File: src/rtl/rf_cmd_pkg.sv
`default_nettype none
// +----------------------------------------------------------------------------+
// | Module  : rf_cmd_pkg                                                       |
// | Brief   : Opcodes, FSM states and width defaults for regfile_cmd_master.   |
// | Revision: 1.0                                                              |
// +----------------------------------------------------------------------------+
package rf_cmd_pkg;

   localparam int DATA_W_DEF = 32;
   localparam int ADDR_W_DEF = 2;

   typedef enum logic [1:0] {
      OP_READ  = 2'b00,
      OP_WRITE = 2'b01,
      OP_ADD   = 2'b10,
      OP_SWAP  = 2'b11
   } op_e;

   typedef enum logic [2:0] {
      ST_IDLE = 3'd0,
      ST_RD   = 3'd1,
      ST_WR1  = 3'd2,
      ST_WR2  = 3'd3,
      ST_RSP  = 3'd4
   } state_e;

endpackage
`default_nettype wire

File: src/rtl/regfile_cmd_master.sv
`default_nettype none
// +----------------------------------------------------------------------------+
// | Module  : regfile_cmd_master                                               |
// | Brief   : Command-driven initiator sequencing reads/writes of a register   |
// |           file; every rf_* output is registered so writes are glitch-free. |
// | Revision: 1.0                                                              |
// +----------------------------------------------------------------------------+
module regfile_cmd_master
   import rf_cmd_pkg::*;
#(
   parameter int DATA_W = DATA_W_DEF,
   parameter int ADDR_W = ADDR_W_DEF
) (
   input  logic              clk,
   input  logic              reset,
   input  logic              cmd_valid,
   output logic              cmd_ready,
   input  logic [1:0]        cmd_op,
   input  logic [ADDR_W-1:0] cmd_rs1,
   input  logic [ADDR_W-1:0] cmd_rs2,
   input  logic [ADDR_W-1:0] cmd_rd,
   input  logic [DATA_W-1:0] cmd_wdata,
   output logic              rsp_valid,
   input  logic              rsp_ready,
   output logic [DATA_W-1:0] rsp_data1,
   output logic [DATA_W-1:0] rsp_data2,
   output logic [ADDR_W-1:0] rf_read_reg1,
   output logic [ADDR_W-1:0] rf_read_reg2,
   input  logic [DATA_W-1:0] rf_read_data1,
   input  logic [DATA_W-1:0] rf_read_data2,
   output logic [ADDR_W-1:0] rf_write_reg,
   output logic [DATA_W-1:0] rf_write_data,
   output logic              rf_reg_write
);

   state_e            state_q, state_d;
   op_e               op_q, op_d;
   logic [ADDR_W-1:0] rd_q, rd_d;
   logic [DATA_W-1:0] op1_q, op1_d;
   logic [ADDR_W-1:0] rreg1_q, rreg1_d;
   logic [ADDR_W-1:0] rreg2_q, rreg2_d;
   logic [ADDR_W-1:0] wreg_q, wreg_d;
   logic [DATA_W-1:0] wdata_q, wdata_d;
   logic              we_q, we_d;
   logic [DATA_W-1:0] rsp1_q, rsp1_d;
   logic [DATA_W-1:0] rsp2_q, rsp2_d;
   logic [DATA_W:0]   sum;

   // Single adder, fed straight from the read ports while in RD.
   assign sum = {1'b0, rf_read_data1} + {1'b0, rf_read_data2};

   always_comb begin
      state_d = state_q;
      op_d    = op_q;
      rd_d    = rd_q;
      op1_d   = op1_q;
      rreg1_d = rreg1_q;
      rreg2_d = rreg2_q;
      wreg_d  = wreg_q;
      wdata_d = wdata_q;
      we_d    = 1'b0;
      rsp1_d  = rsp1_q;
      rsp2_d  = rsp2_q;

      case (state_q)
         ST_IDLE: begin
            if (cmd_valid) begin
               op_d    = op_e'(cmd_op);
               rd_d    = cmd_rd;
               rreg1_d = cmd_rs1;
               rreg2_d = cmd_rs2;
               if (op_e'(cmd_op) == OP_WRITE) begin
                  wreg_d  = cmd_rd;
                  wdata_d = cmd_wdata;
                  we_d    = 1'b1;
                  rsp1_d  = cmd_wdata;
                  rsp2_d  = '0;
                  state_d = ST_WR1;
               end else begin
                  state_d = ST_RD;
               end
            end
         end
         ST_RD: begin
            // Operands are frozen here so later writes never feed back into results.
            op1_d  = rf_read_data1;
            rsp1_d = rf_read_data1;
            rsp2_d = rf_read_data2;
            case (op_q)
               OP_ADD: begin
                  wreg_d  = rd_q;
                  wdata_d = sum[DATA_W-1:0];
                  we_d    = 1'b1;
                  rsp1_d  = sum[DATA_W-1:0];
                  rsp2_d  = {{(DATA_W-1){1'b0}}, sum[DATA_W]};
                  state_d = ST_WR1;
               end
               OP_SWAP: begin
                  wreg_d  = rreg1_q;
                  wdata_d = rf_read_data2;
                  we_d    = 1'b1;
                  state_d = ST_WR1;
               end
               default: state_d = ST_RSP;
            endcase
         end
         ST_WR1: begin
            if (op_q == OP_SWAP) begin
               wreg_d  = rreg2_q;
               wdata_d = op1_q;
               we_d    = 1'b1;
               state_d = ST_WR2;
            end else begin
               state_d = ST_RSP;
            end
         end
         ST_WR2: state_d = ST_RSP;
         ST_RSP: begin
            if (rsp_ready) state_d = ST_IDLE;
         end
         default: state_d = ST_IDLE;
      endcase
   end

   always_ff @(posedge clk) begin
      if (!reset) begin
         state_q <= ST_IDLE;
         op_q    <= OP_READ;
         rd_q    <= '0;
         op1_q   <= '0;
         rreg1_q <= '0;
         rreg2_q <= '0;
         wreg_q  <= '0;
         wdata_q <= '0;
         we_q    <= 1'b0;
         rsp1_q  <= '0;
         rsp2_q  <= '0;
      end else begin
         state_q <= state_d;
         op_q    <= op_d;
         rd_q    <= rd_d;
         op1_q   <= op1_d;
         rreg1_q <= rreg1_d;
         rreg2_q <= rreg2_d;
         wreg_q  <= wreg_d;
         wdata_q <= wdata_d;
         we_q    <= we_d;
         rsp1_q  <= rsp1_d;
         rsp2_q  <= rsp2_d;
      end
   end

   assign cmd_ready     = (state_q == ST_IDLE);
   assign rsp_valid     = (state_q == ST_RSP);
   assign rsp_data1     = rsp1_q;
   assign rsp_data2     = rsp2_q;
   assign rf_read_reg1  = rreg1_q;
   assign rf_read_reg2  = rreg2_q;
   assign rf_write_reg  = wreg_q;
   assign rf_write_data = wdata_q;
   assign rf_reg_write  = we_q;

endmodule
`default_nettype wire

File: config.mk
export PLATFORM = sky130hd
export DESIGN_NAME = regfile_cmd_master
export DESIGN_NICKNAME = d
export VERILOG_FILES = /design/src/rtl/rf_cmd_pkg.sv /design/src/rtl/regfile_cmd_master.sv
export SDC_FILE = /design/constraint.sdc
export NUM_CORES = 1
export LEC_CHECK = 0
export BUFFER_PORTS_ARGS = -buffer_cell sky130_fd_sc_hd__buf_2
export CAP_MARGIN = 10
export CORE_MARGIN = 2
export CORE_UTILIZATION = 50
export DETAILED_ROUTE_END_ITERATION = 8
export GPL_ROUTABILITY_DRIVEN = 0
export PLACE_DENSITY_LB_ADDON = 0.08
export SYNTH_ARGS = -nofsm -noshare
export SYNTH_HDL_FRONTEND = slang
export SYNTH_SLANG_ARGS = --single-unit
File: constraint.sdc
create_clock -name clk -period 3.4 [get_ports clk]
set_input_delay 0.68 -clock clk [delete_from_list [all_inputs] [get_ports clk]]
set_output_delay 0.68 -clock clk [all_outputs]
set_load 0.01 [all_outputs]
# After elaboration in Yosys (flattened, before gate mapping)
# Cells that the tools add are included.
[word_totals] reg_bits=142 mem_bits_rw=0 wordCells=59 latch_bits=0 out_inout_bits=105 n_memories=0 rom_bits=0
[classes] n_div=0 n_lt_le_gt_ge=0 n_bitwise=0 n_eq_ne=12 add_sub_neg=1 mux=27 mul=0 reduce_logical=8 shift=0
[op_table] operator="$mux 32" n=7
[op_table] operator="$pmux 32 s2" n=3
[op_table] operator="$pmux 32 s3" n=1
[op_table] operator="$add 32x32->33" n=1
[op_table] operator="$pmux 3 s5" n=1
[op_table] operator="$mux 3" n=4
[op_table] operator="$mux 2" n=4
[op_table] operator="$eq 3x2->1 const B" n=2
[op_table] operator="$pmux 2 s3" n=1
[op_table] operator="$reduce_and 5->1" n=1
[op_table] operator="$eq 2x2->1 const B" n=2
[op_table] operator="$mux 1" n=4
[op_table] operator="$ne 2x1->1 const B" n=2
[op_table] operator="$ne 2x2->1 const B" n=2
[op_table] operator="$pmux 2 s2" n=1
[op_table] operator="$reduce_and 2->1" n=2
[op_table] operator="$eq 3x1->1 const B" n=1
[op_table] operator="$eq 3x3->1 const B" n=1
[op_table] operator="$logic_not 3->1" n=1
[op_table] operator="$ne 3x3->1 const B" n=1
[op_table] operator="$pmux 1 s3" n=1
[op_table] operator="$reduce_and 3->1" n=1
[op_table] operator="$reduce_bool 3->1" n=1
[op_table] operator="$eq 2x1->1 const B" n=1
[op_table] operator="2 further kinds" n=2

# Longest topological paths before layout
# Gate-level depths: netlist of the first run.
[depth] ltp_word=4 depth_mapped=10 depth_no_buf=10

# Worst setup path after synthesis of the first run
# Ideal clock, no wire load.
[synth_timing] path_kind="input port to flip-flop" from="input port rf_read_data1[0]" to="register rsp1_q[26], in the netlist rsp_data1[26]" stages=10 n_path_buf=0 setup_slack_ps=711 required_ps=3321 arrival_ps=2609 setup_time_ps=79 path_cell_list="ha_1 > inv_1 > fa_1 > nand2b_1 > a21o_1 > a21oi_2 > o311a_1 > nor2_1 > a211o_1 > a211oi_2"
[synth_between] elab_chain_cells=3
[synth_lines] element="from (decl)" line_no="regfile_cmd_master.sv:29" rtl="input logic [DATA_W-1:0] rf_read_data1,"
[synth_lines] element="$add 32x32->33" line_no="regfile_cmd_master.sv:50" rtl="assign sum = {1'b0, rf_read_data1} + {1'b0, rf_read_data2};"
[synth_lines] element="$mux 32" line_no="regfile_cmd_master.sv:89" rtl="case (op_q)"
[synth_lines] element="$pmux 32 s2" line_no="regfile_cmd_master.sv:65" rtl="case (state_q)"
[synth_lines] element="to (signal assigned)" line_no="regfile_cmd_master.sv:148" rtl="rsp1_q <= rsp1_d;"
[synth_lines] element="to (decl)" line_no="regfile_cmd_master.sv:45" rtl="logic [DATA_W-1:0] rsp1_q, rsp1_d;"
# Every way passes these cells.
# A chain may end at the register's enable or synchronous reset.

# Worst setup path in the final report of the first run
[layout_timing] from="input port rf_read_data2[0]" to="register rsp1_q[26], in the netlist rsp_data1[26]"
[layout_between] elab_chain_cells=3
[layout_lines] element="from (decl)" line_no="regfile_cmd_master.sv:30" rtl="input logic [DATA_W-1:0] rf_read_data2,"
[layout_lines] element="$add 32x32->33" line_no="regfile_cmd_master.sv:50"
[layout_lines] element="$mux 32" line_no="regfile_cmd_master.sv:89"
[layout_lines] element="$pmux 32 s2" line_no="regfile_cmd_master.sv:65"
# Every way passes these cells.

==> impl_metrics.csv, run 1 <==
group,metric,value,unit
status,status,"finished clean",
critical_path,startpoint_type,"input port",
critical_path,crit_arrival,3.06,ns
clock_tree,cts.sinks,142,
sta,grt_setup_unrepaired,"false",
final_layout,layout.nets,1374,
worst_hold_path,hp-class,"register to register",
clock_tree,clk_latency,0.43,ns
synthesis,synth_cells,1056,
floorplan,core,16400,um2
synthesis,synth.ff_latch_count,142,
grt,grt_max_degree,97,
clock_tree,clock_path_buffers,2,
floorplan,start_util,50.4,%
sta,fmax,370,MHz
placement,io_buffer_count,212,
floorplan,rows,47,
routing,vias,8812,
sta,hold_viol,0,
floorplan,io-pin-count,213,
critical_path,end_kind,"register",
placement,preCtsSetupSlack,0.287,ns
sta,setup_viol,0,
power,leakage,4.36,nW
clock_tree,clk_pin_slew_worst_paths,0.06,ns
sta,setup-tns-final,0,ns
placement,dpl.cell_count,1434,
grt,grt_pass1_vias,8458,
routing,drtPass1Iterations,6,
clock_tree,ctsHoldBuffers,0,
routing,finalWirelength,28000,um
routing,ant_nets,0,
sta,drv_slew,0,
power,powerDensity,509,nW/um2
routing,drt-wirelength-per-cell,19.2,um
sta,hold_slack,0.452,ns
synthesis,seq_area_frac_synth,34.3,%
clock_tree,numCtsBuffers,17,
sta,tightest_slew,1.13,ns
final_layout,antenna_cells,0,
synthesis,synthFlopType,"dfxtp_1",
synthesis,synth-async-reset-ratio,0,%
synthesis,yosys_warnings,0,
placement,place_area,9500,um2
floorplan,dieArea,17600,um2
critical_path,crit_type,"input port to register",
floorplan,die_w,133,um
clock_tree,root_buffer,"clkbuf_16",
final_layout,fin_area,10100,um2
clock_tree,post_cts_buffers,0,
final_layout,final_cells,1464,
grt,grt_overflow_total,0,
sta,maxSlewHeadroom,24.4,%
grt,grtUsageTotal,31.5,%
synthesis,syn_area_per_cell,7.84,um2
synthesis,synth_edf_count,0,
synthesis,synth.distinct_cells,74,
floorplan,die_y,133,um
sta,fin_ws,0.695,ns
critical_path,path_max_fanout,7,
clock_tree,cts_resized,0,
power,ir_drop,0.000370,V
synthesis,syn-cell-area,8280,um2
placement,dpl.hpwl,19700,um
routing,first_iter_violations,693,
routing,drc,0,
final_layout,areaGrowthSynthToFinish,21.6,%
routing,vias_per_cell,6.02,
clock_tree,cts_tree,"yes",
flow_run,cap_violations,0,
sta,fin_crit,2.71,ns
final_layout,drive_above_1_share,24.6,%
synthesis,synth_nets,1197,
sta,skew,0.00725,ns
critical_path,required,3.76,ns
grt,antenna_found_initial,0,
clock_tree,htreeDepth,4,
sta,period_share,79.6,%
grt,grt_first_pass_wirelength,44400,um
stage by stage:
| step | util (%) | power (mW) |
|---|---|---|
| after CTS | 61.3 | 5.12 |
| after detailed placement | 57.9 | 3.28 |
| after floorplan | - | 2.79 |
| after global placement | 57.9 | 3.28 |
| final | 61.3 | 5.12 |
| after global routing | 61.3 | 5.34 |
synth_stat cells, drive strengths merged, types with 4 or more instances:
master | instances | area share [%]
a211oi | 30 | 2.8
a21o | 15 | 1.4
a21oi | 113 | 7.1
a221oi | 8 | 0.85
a222oi | 13 | 1.6
a22oi | 47 | 4.3
a311oi | 4 | 0.42
a31oi | 14 | 1.2
and2 | 13 | 1.0
and3 | 6 | 0.45
buf | 27 | 1.7
clkbuf | 53 | 2.4
dfxtp | 142 | 34
ha | 32 | 4.8
inv | 9 | 0.41
mux2 | 17 | 2.3
mux2i | 12 | 1.5
nand2 | 173 | 7.9
nand2b | 8 | 0.60
nand3 | 26 | 1.6
nand3b | 5 | 0.45
nand4 | 6 | 0.53
nor2 | 85 | 3.9
nor2b | 6 | 0.45
nor3 | 12 | 0.85
o211ai | 15 | 1.4
o21a | 7 | 0.63
o21ai | 69 | 4.2
o221ai | 10 | 1.1
o22ai | 10 | 0.76
o31ai | 4 | 0.36
xnor2 | 12 | 1.3
xor2 | 13 | 1.4
worst paths after layout:
| path | start | endpoint | slack [ns] | cells past startpoint |
|---|---|---|---|---|
| setup / recovery | rf_read_data2[0] | rsp_data1[26] | 0.69 | 11 |
| hold / removal | rsp_data1[2] | rsp_data1[2] | 0.45 | 2 |
| setup reg to reg | state_q[0] | rsp_data1[29] | 0.77 | 6 |
| hold reg to reg | rsp_data1[2] | rsp_data1[2] | 0.45 | 2 |
critical path, stage by stage:
cell and delay (ns):
buf_2 0.12, ha_1 0.20, inv_1 0.06, fa_1 0.40, nand2b_1 0.18, a21o_1 0.23
a21oi_2 0.33, o311a_1 0.24, nor2_1 0.10, a211o_1 0.31, a211oi_2 0.20
layout make-up:
cell class              count  area, um2
inverters                  10       37.5
well taps                 220        275
clock inverters             7       87.6
fillers                  1549       6340
flip-flops and latches    142       2840
repair buffers            238       1270
multi-input cells         824       5070
clock buffers              23        478
placed cells by master, fill, tap and decap left out, types with 6 or more instances in the layout:
cell type	synthesis	layout
buf_2	22	212
nand2_1	172	171
dfxtp_1	142	142
a21oi_1	108	108
nor2_1	85	84
o21ai_0	62	62
a22oi_1	47	47
ha_1	32	32
a211oi_1	28	28
nand3_1	26	26
buf_4	1	25
clkbuf_16	0	17
mux2_2	16	16
a21o_1	15	15
o211ai_1	15	15
xor2_1	13	13
a31oi_1	13	13
a222oi_1	13	13
xnor2_1	12	12
mux2i_1	12	12
and2_1	12	12
o221ai_1	10	10
nor3_1	10	10
o22ai_1	10	10
inv_1	9	9
nand2b_1	8	8
a221oi_1	8	8
o21a_1	7	7
nor2b_1	6	6
and3_1	6	6
o21ai_1	7	6
routing by layer:
layer	wire, um	track usage, %	vias to the layer above
met5	0	0	-
met4	835	13.1	0
met3	1960	5.90	58
met2	13300	52.4	363
met1	12000	40.1	4160
li1	-	-	4231
cells by family (layout without fill, tap and decap cells):
family	count (synthesis)	in the layout	share of synthesized area [%]
buf+inv	90	278	4.55
simple gates	357	357	19.4
xor+xnor	25	25	2.65
mux	29	29	3.76
compound gates	380	380	30.2
flops	142	142	34.3
fa+ha+maj	33	33	5.08
power by group:
| part | switching (mW) | total [mW] | internal [mW] |
|---|---|---|---|
| Combinational | 0.845 | 1.37 | 0.522 |
| Sequential | 0.0908 | 1.90 | 1.81 |
| Clock | 0.728 | 1.85 | 1.12 |
| Total | 1.66 | 5.12 | 3.46 |
No activity file was read; power rests on OpenSTA's default activity.
==> run 2: changes to the inputs <==
Settings changed: CORE_UTILIZATION 50 to 49.
Clock period 3.4 ns to 2.4 ns, I/O delays scaled along.
==> impl_metrics.csv, run 2 (synthesis gave the netlist of run 1 again) <==
group,metric,value,unit
power,finalPower,7.75,mW
critical_path,crit_type,"input port to register",
sta,maxSlewHeadroom,36.7,%
floorplan,rows,47,
final_layout,final_common_cell,"buf_2",
final_layout,final_cell_mix,"212 x buf_2, 184 x buf_4, 171 x nand2_1, 142 x dfxtp_1, 106 x a21oi_1",
final_layout,areaGrowthSynthToFinish,38.4,%
floorplan,start_util,50.1,%
status,status,"finished clean",
floorplan,io-pin-count,213,
routing,dr_wl_met2,13700,um
critical_path,cp_slowest_stage_delay,0.35,ns
critical_path,crit_family,"compound AO/OA/AOI/OAI gates",
routing,drt-met1-wl,13200,um
critical_path,crit_path_top_delay_cell,"fa_2",
floorplan,die_w,134,um
power,clkPwrFrac,35.3,%
sta,hold_viol,0,
final_layout,drive_above_1_share,34.2,%
clock_tree,root_buffer,"clkbuf_16",
clock_tree,numCtsBuffers,17,
power,p_int,5.27,mW
critical_path,path_max_fanout,5,
critical_path,required,2.76,ns
sta,period_share,96.9,%
critical_path,end_kind,"register",
sta,hold_slack,0.291,ns
sta,grt_setup_unrepaired,"true",
sta,setup_viol,0,
grt,grt_first_pass_wirelength,46500,um
grt,grt_pass1_vias,8945,
power,ir_drop,0.000530,V
grt,grtUsageTotal,32.6,%
floorplan,die_y,134,um
final_layout,antenna_cells,0,
sta,drv_slew,0,
critical_path,cp_num_buf_inv,4,
clock_tree,clock_path_buffers,2,
critical_path,crit_arrival,2.68,ns
flow_run,cap_violations,0,
power,swShare,32.1,%
power,comb_power_share,29.9,%
grt,grt_max_degree,97,
routing,vias_per_cell,5.87,
clock_tree,clk_latency,0.43,ns
worst_hold_path,hp-class,"input port to register",
clock_tree,cts.sinks,142,
clock_tree,htreeDepth,4,
power,p_seq_share,34.8,%
routing,first_iter_violations,1024,
sta,tightest_slew,0.946,ns
final_layout,layout.nets,1539,
routing,drt-wirelength-per-cell,18.5,um
power,leakage,5.20,nW
routing,vias,9570,
routing,dr_wl_met3,2650,um
routing,drtPass1Iterations,6,
critical_path,startpoint_type,"input port",
sta,fin_crit,2.33,ns
routing,top_layer_used,"met4",
sta,skew,0.00592,ns
power,p_sw,2.48,mW
clock_tree,clk_pin_slew_worst_paths,0.06,ns
critical_path,cp_cell_sequence,"buf_2, ha_2, inv_1, fa_2, nand2b_4, a21o_4, a21oi_4, buf_6, nor4_1, a311oi_1, buf_4, nand2_1, a31oi_1",
routing,ant_nets,0,
clock_tree,cts_tree,"yes",
routing,finalWirelength,30100,um
grt,grt_overflow_total,0,
placement,io_buffer_count,212,
floorplan,core,16500,um2
sta,fmax,430,MHz
power,powerDensity,676,nW/um2
routing,drc,0,
floorplan,dieArea,17900,um2
grt,antenna_found_initial,0,
final_layout,fillers,1449,
placement,dpl.hpwl,21500,um
## run 2: cell count changes in the layout (fill, tap and decap cells not counted), sizes merged
cell and change:
buf +165, bufinv +1, clkbuf -2, clkinvlp +1, inv +1
## run 2: layout make-up
class	count	area [um2]	share of cell area [%]
Clock inverter	10	138	1.20
Clock buffer	21	460	4.02
Sequential cell	142	2840	24.8
Tap cell	220	275	2.40
Timing Repair Buffer	403	2570	22.5
Multi-Input combinational cell	824	5130	44.8
Inverter	10	37.5	0.328
## run 2: path summary, 6_finish.rpt
check | start | to | slack (ns) | depth (start not counted)
min | cmd_rs1[0] | rf_read_reg1[0] | 0.29 | 3
max reg2reg | state_q[0] | rf_write_data[26] | 0.22 | 8
max | rf_read_data1[0] | rf_write_data[14] | 0.07 | 13
min reg2reg | op1_q[25] | op1_q[25] | 0.45 | 2
## run 2: per-layer routing
metal,track usage [%],up-vias
met5,0,-
met4,10.4,0
met3,6.08,50
met2,51.8,476
met1,45.0,4462
li1,-,4582
## run 2: power groups by stage
stage                     Clock [mW]  Combinational, mW  Sequential [mW]
final                           2.74               2.31             2.70
after global routing            2.85               2.51             2.71
after CTS                       2.75               2.26             2.69
after detailed placement           0               2.24             2.74
after global placement             0               2.23             2.74
after floorplan                    0               1.17             2.79
## run 2: metrics by stage
| step | TNS [ns] | worst slack (ns) | std cells | utilization, % | cell area, um2 |
|---|---|---|---|---|---|
| finish | 0 | 0.0740 | 1630 | 69.3 | 11500 |
| global route | -0.133 | -0.0882 | 1630 | 69.3 | 11500 |
| CTS | 0 | 0.0304 | 1629 | 69.0 | 11400 |
| detailed placement | -8.76 | -0.401 | 1598 | 65.4 | 10800 |
| global placement | -7.92 | -0.397 | 1598 | 65.4 | 10800 |
| floorplan | -0.00470 | -0.00470 | 1056 | - | 8300 |
## run 2: repair_timing
item | in CTS | in global routing
gates resized for setup | 0 | 9
hold buffers | 0 | 0
endpoints found under the setup margin | 0 | 14
buffers inserted | 0 | 1
## run 2: worst min-delay path, stage by stage
cell and delay [ns]:
buf_2 0.09, nand2_1 0.05, a21oi_1 0.05
==> run 3: changes to the inputs <==
--- a/config.mk
+++ b/config.mk
@@ -12,4 +12,5 @@
 export DETAILED_ROUTE_END_ITERATION = 8
 export GPL_ROUTABILITY_DRIVEN = 0
+export GPL_TIMING_DRIVEN = 0
 export PLACE_DENSITY_LB_ADDON = 0.08
 export SYNTH_ARGS = -nofsm -noshare
==> constraint.sdc (replaced) <==
create_clock -name clk -period 2.4 [get_ports clk]
set_input_delay 0.48 -clock clk [delete_from_list [all_inputs] [get_ports clk]]
set_output_delay 0.48 -clock clk [all_outputs]
set_load 0.05 [all_outputs]
==> impl_metrics.csv, run 3 (synthesis gave the netlist of run 1 again) <==
group,metric,value,unit
sta,fmax,422,MHz
clock_tree,root_buffer,"clkbuf_16",
final_layout,layout.nets,1434,
placement,io_buffer_count,212,
clock_tree,ctsHoldBuffers,0,
sta,hold_viol,0,
final_layout,multi_input_area,5190,um2
power,leakage,4.52,nW
final_layout,areaGrowthSynthToFinish,25.7,%
grt,grt_pass1_vias,8555,
power,p_seq_share,33.6,%
worst_hold_path,hp-class,"input port to register",
power,p_sw,3.03,mW
final_layout,fin_area,10400,um2
critical_path,path_max_fanout,3,
sta,period_share,98.7,%
power,p_int,4.96,mW
power,ir_drop,0.000580,V
final_layout,fin_util,62.9,%
final_layout,drive_above_1_share,26.5,%
sta,tightest_slew,0.820,ns
routing,drt-wirelength-per-cell,21.6,um
flow_run,cap_violations,0,
routing,first_iter_violations,1160,
routing,drc,0,
clock_tree,clk_latency,0.44,ns
floorplan,io-pin-count,213,
sta,grt_setup_unrepaired,"true",
clock_tree,htreeDepth,4,
clock_tree,cts.sinks,142,
floorplan,start_util,50.1,%
placement,place_area,9630,um2
clock_tree,clk_pin_slew_worst_paths,0.06,ns
routing,drtPass1Iterations,6,
floorplan,rows,47,
final_layout,final_common_cell,"buf_2",
sta,fin_crit,2.37,ns
power,clkPwrFrac,33.7,%
clock_tree,cts_tree,"yes",
grt,antenna_found_initial,1,
clock_tree,numCtsBuffers,17,
floorplan,die_y,134,um
critical_path,crit_arrival,2.73,ns
clock_tree,clock_path_buffers,2,
sta,maxSlewHeadroom,45.3,%
sta,drv_slew,0,
sta,setup_viol,0,
routing,vias_per_cell,6.26,
floorplan,dieArea,17900,um2
power,powerDensity,768,nW/um2
routing,vias,9554,
sta,skew,0.00733,ns
critical_path,crit_type,"input port to register",
routing,ant_nets,0,
grt,grtUsageTotal,35.5,%
floorplan,die_w,134,um
critical_path,required,2.76,ns
placement,dpl.hpwl,24100,um
critical_path,startpoint_type,"input port",
routing,finalWirelength,32900,um
floorplan,core,16500,um2
status,status,"finished clean",
final_layout,fillers,1570,
sta,setup-tns-final,0,ns
grt,grt_first_pass_wirelength,48600,um
power,comb_power_share,32.6,%
power,swShare,37.9,%
final_layout,regArea,2840,um2
sta,hold_slack,0.280,ns
grt,grt_overflow_total,0,
final_layout,final_cell_mix,"233 x buf_2, 172 x nand2_1, 142 x dfxtp_1, 102 x a21oi_1, 83 x nor2_1",
critical_path,end_kind,"register",
grt,grt_max_degree,17,
==> run 3: cell types whose count changed in the layout (fill, tap and decap cells not counted), moves of 4 or more <==
cell,change
buf_4,-175
clkbuf_1,+39
buf_2,+21
clkbuf_2,+13
buf_12,-6
a21oi_1,-4
a21oi_2,+4
==> run 3: power groups by stage <==
stage	Clock, mW	Sequential [mW]	Combinational (mW)
after global routing	2.79	2.70	2.75
after global placement	0	2.73	2.47
final	2.69	2.69	2.61
after CTS	2.70	2.68	2.51
after detailed placement	0	2.73	2.48
after floorplan	0	3.27	1.19
==> run 3: final timing paths <==
check	start	to	slack (ns)	cells after the start
worst min-delay path	cmd_rs2[1]	rf_read_reg2[1]	0.28	3
worst max-delay path	rf_read_data2[0]	rsp_data1[26]	0.03	11
worst min register to register	op1_q[5]	op1_q[5]	0.46	2
worst max register to register	state_q[1]	rf_write_data[19]	0.09	9
==> run 3: routing by layer <==
metal	routed length, um	GRT usage [%]	vias to the layer above
met5	0	0	-
met4	1230	16.1	0
met3	3500	6.65	107
met2	14600	55.7	586
met1	13500	47.6	4506
li1	-	-	4355
==> run 3: stage by stage <==
stage               total power, mW  worst slack, ns  cells
floorplan                      4.45         -0.00470   1056
global placement               5.20           -0.566   1488
detailed placement             5.21           -0.607   1488
CTS                            7.89          0.00566   1520
global route                   8.24         -0.00278   1524
finish                         7.98           0.0323   1525
==> run 3: critical path, cell delays in order <==
cell	delay, ns
buf_4	0.12
ha_4	0.15
inv_1	0.06
fa_2	0.37
nand2b_4	0.15
a21o_4	0.23
a21oi_4	0.20
o311a_1	0.33
nor2_1	0.14
a211o_1	0.30
a211oi_2	0.20
==> run 3: final cells by class <==
class,instances,area share [%]
clock buffers,19,4.16
flip-flops and latches,142,27.3
well taps,220,2.65
repair buffers,219,10.8
multi-input cells,824,49.9
inverters,10,0.361
clock inverters,11,1.38
plain buffers,79,3.43
diodes,1,0.0241
==> run 3: timing repair <==
action / in CTS / in global routing
buffers inserted: 3 / 5
hold endpoints to repair: 0 / 0
setup endpoints to repair: 61 / 75
gates resized for setup: 12 / 41
pin swaps: 3 / 7
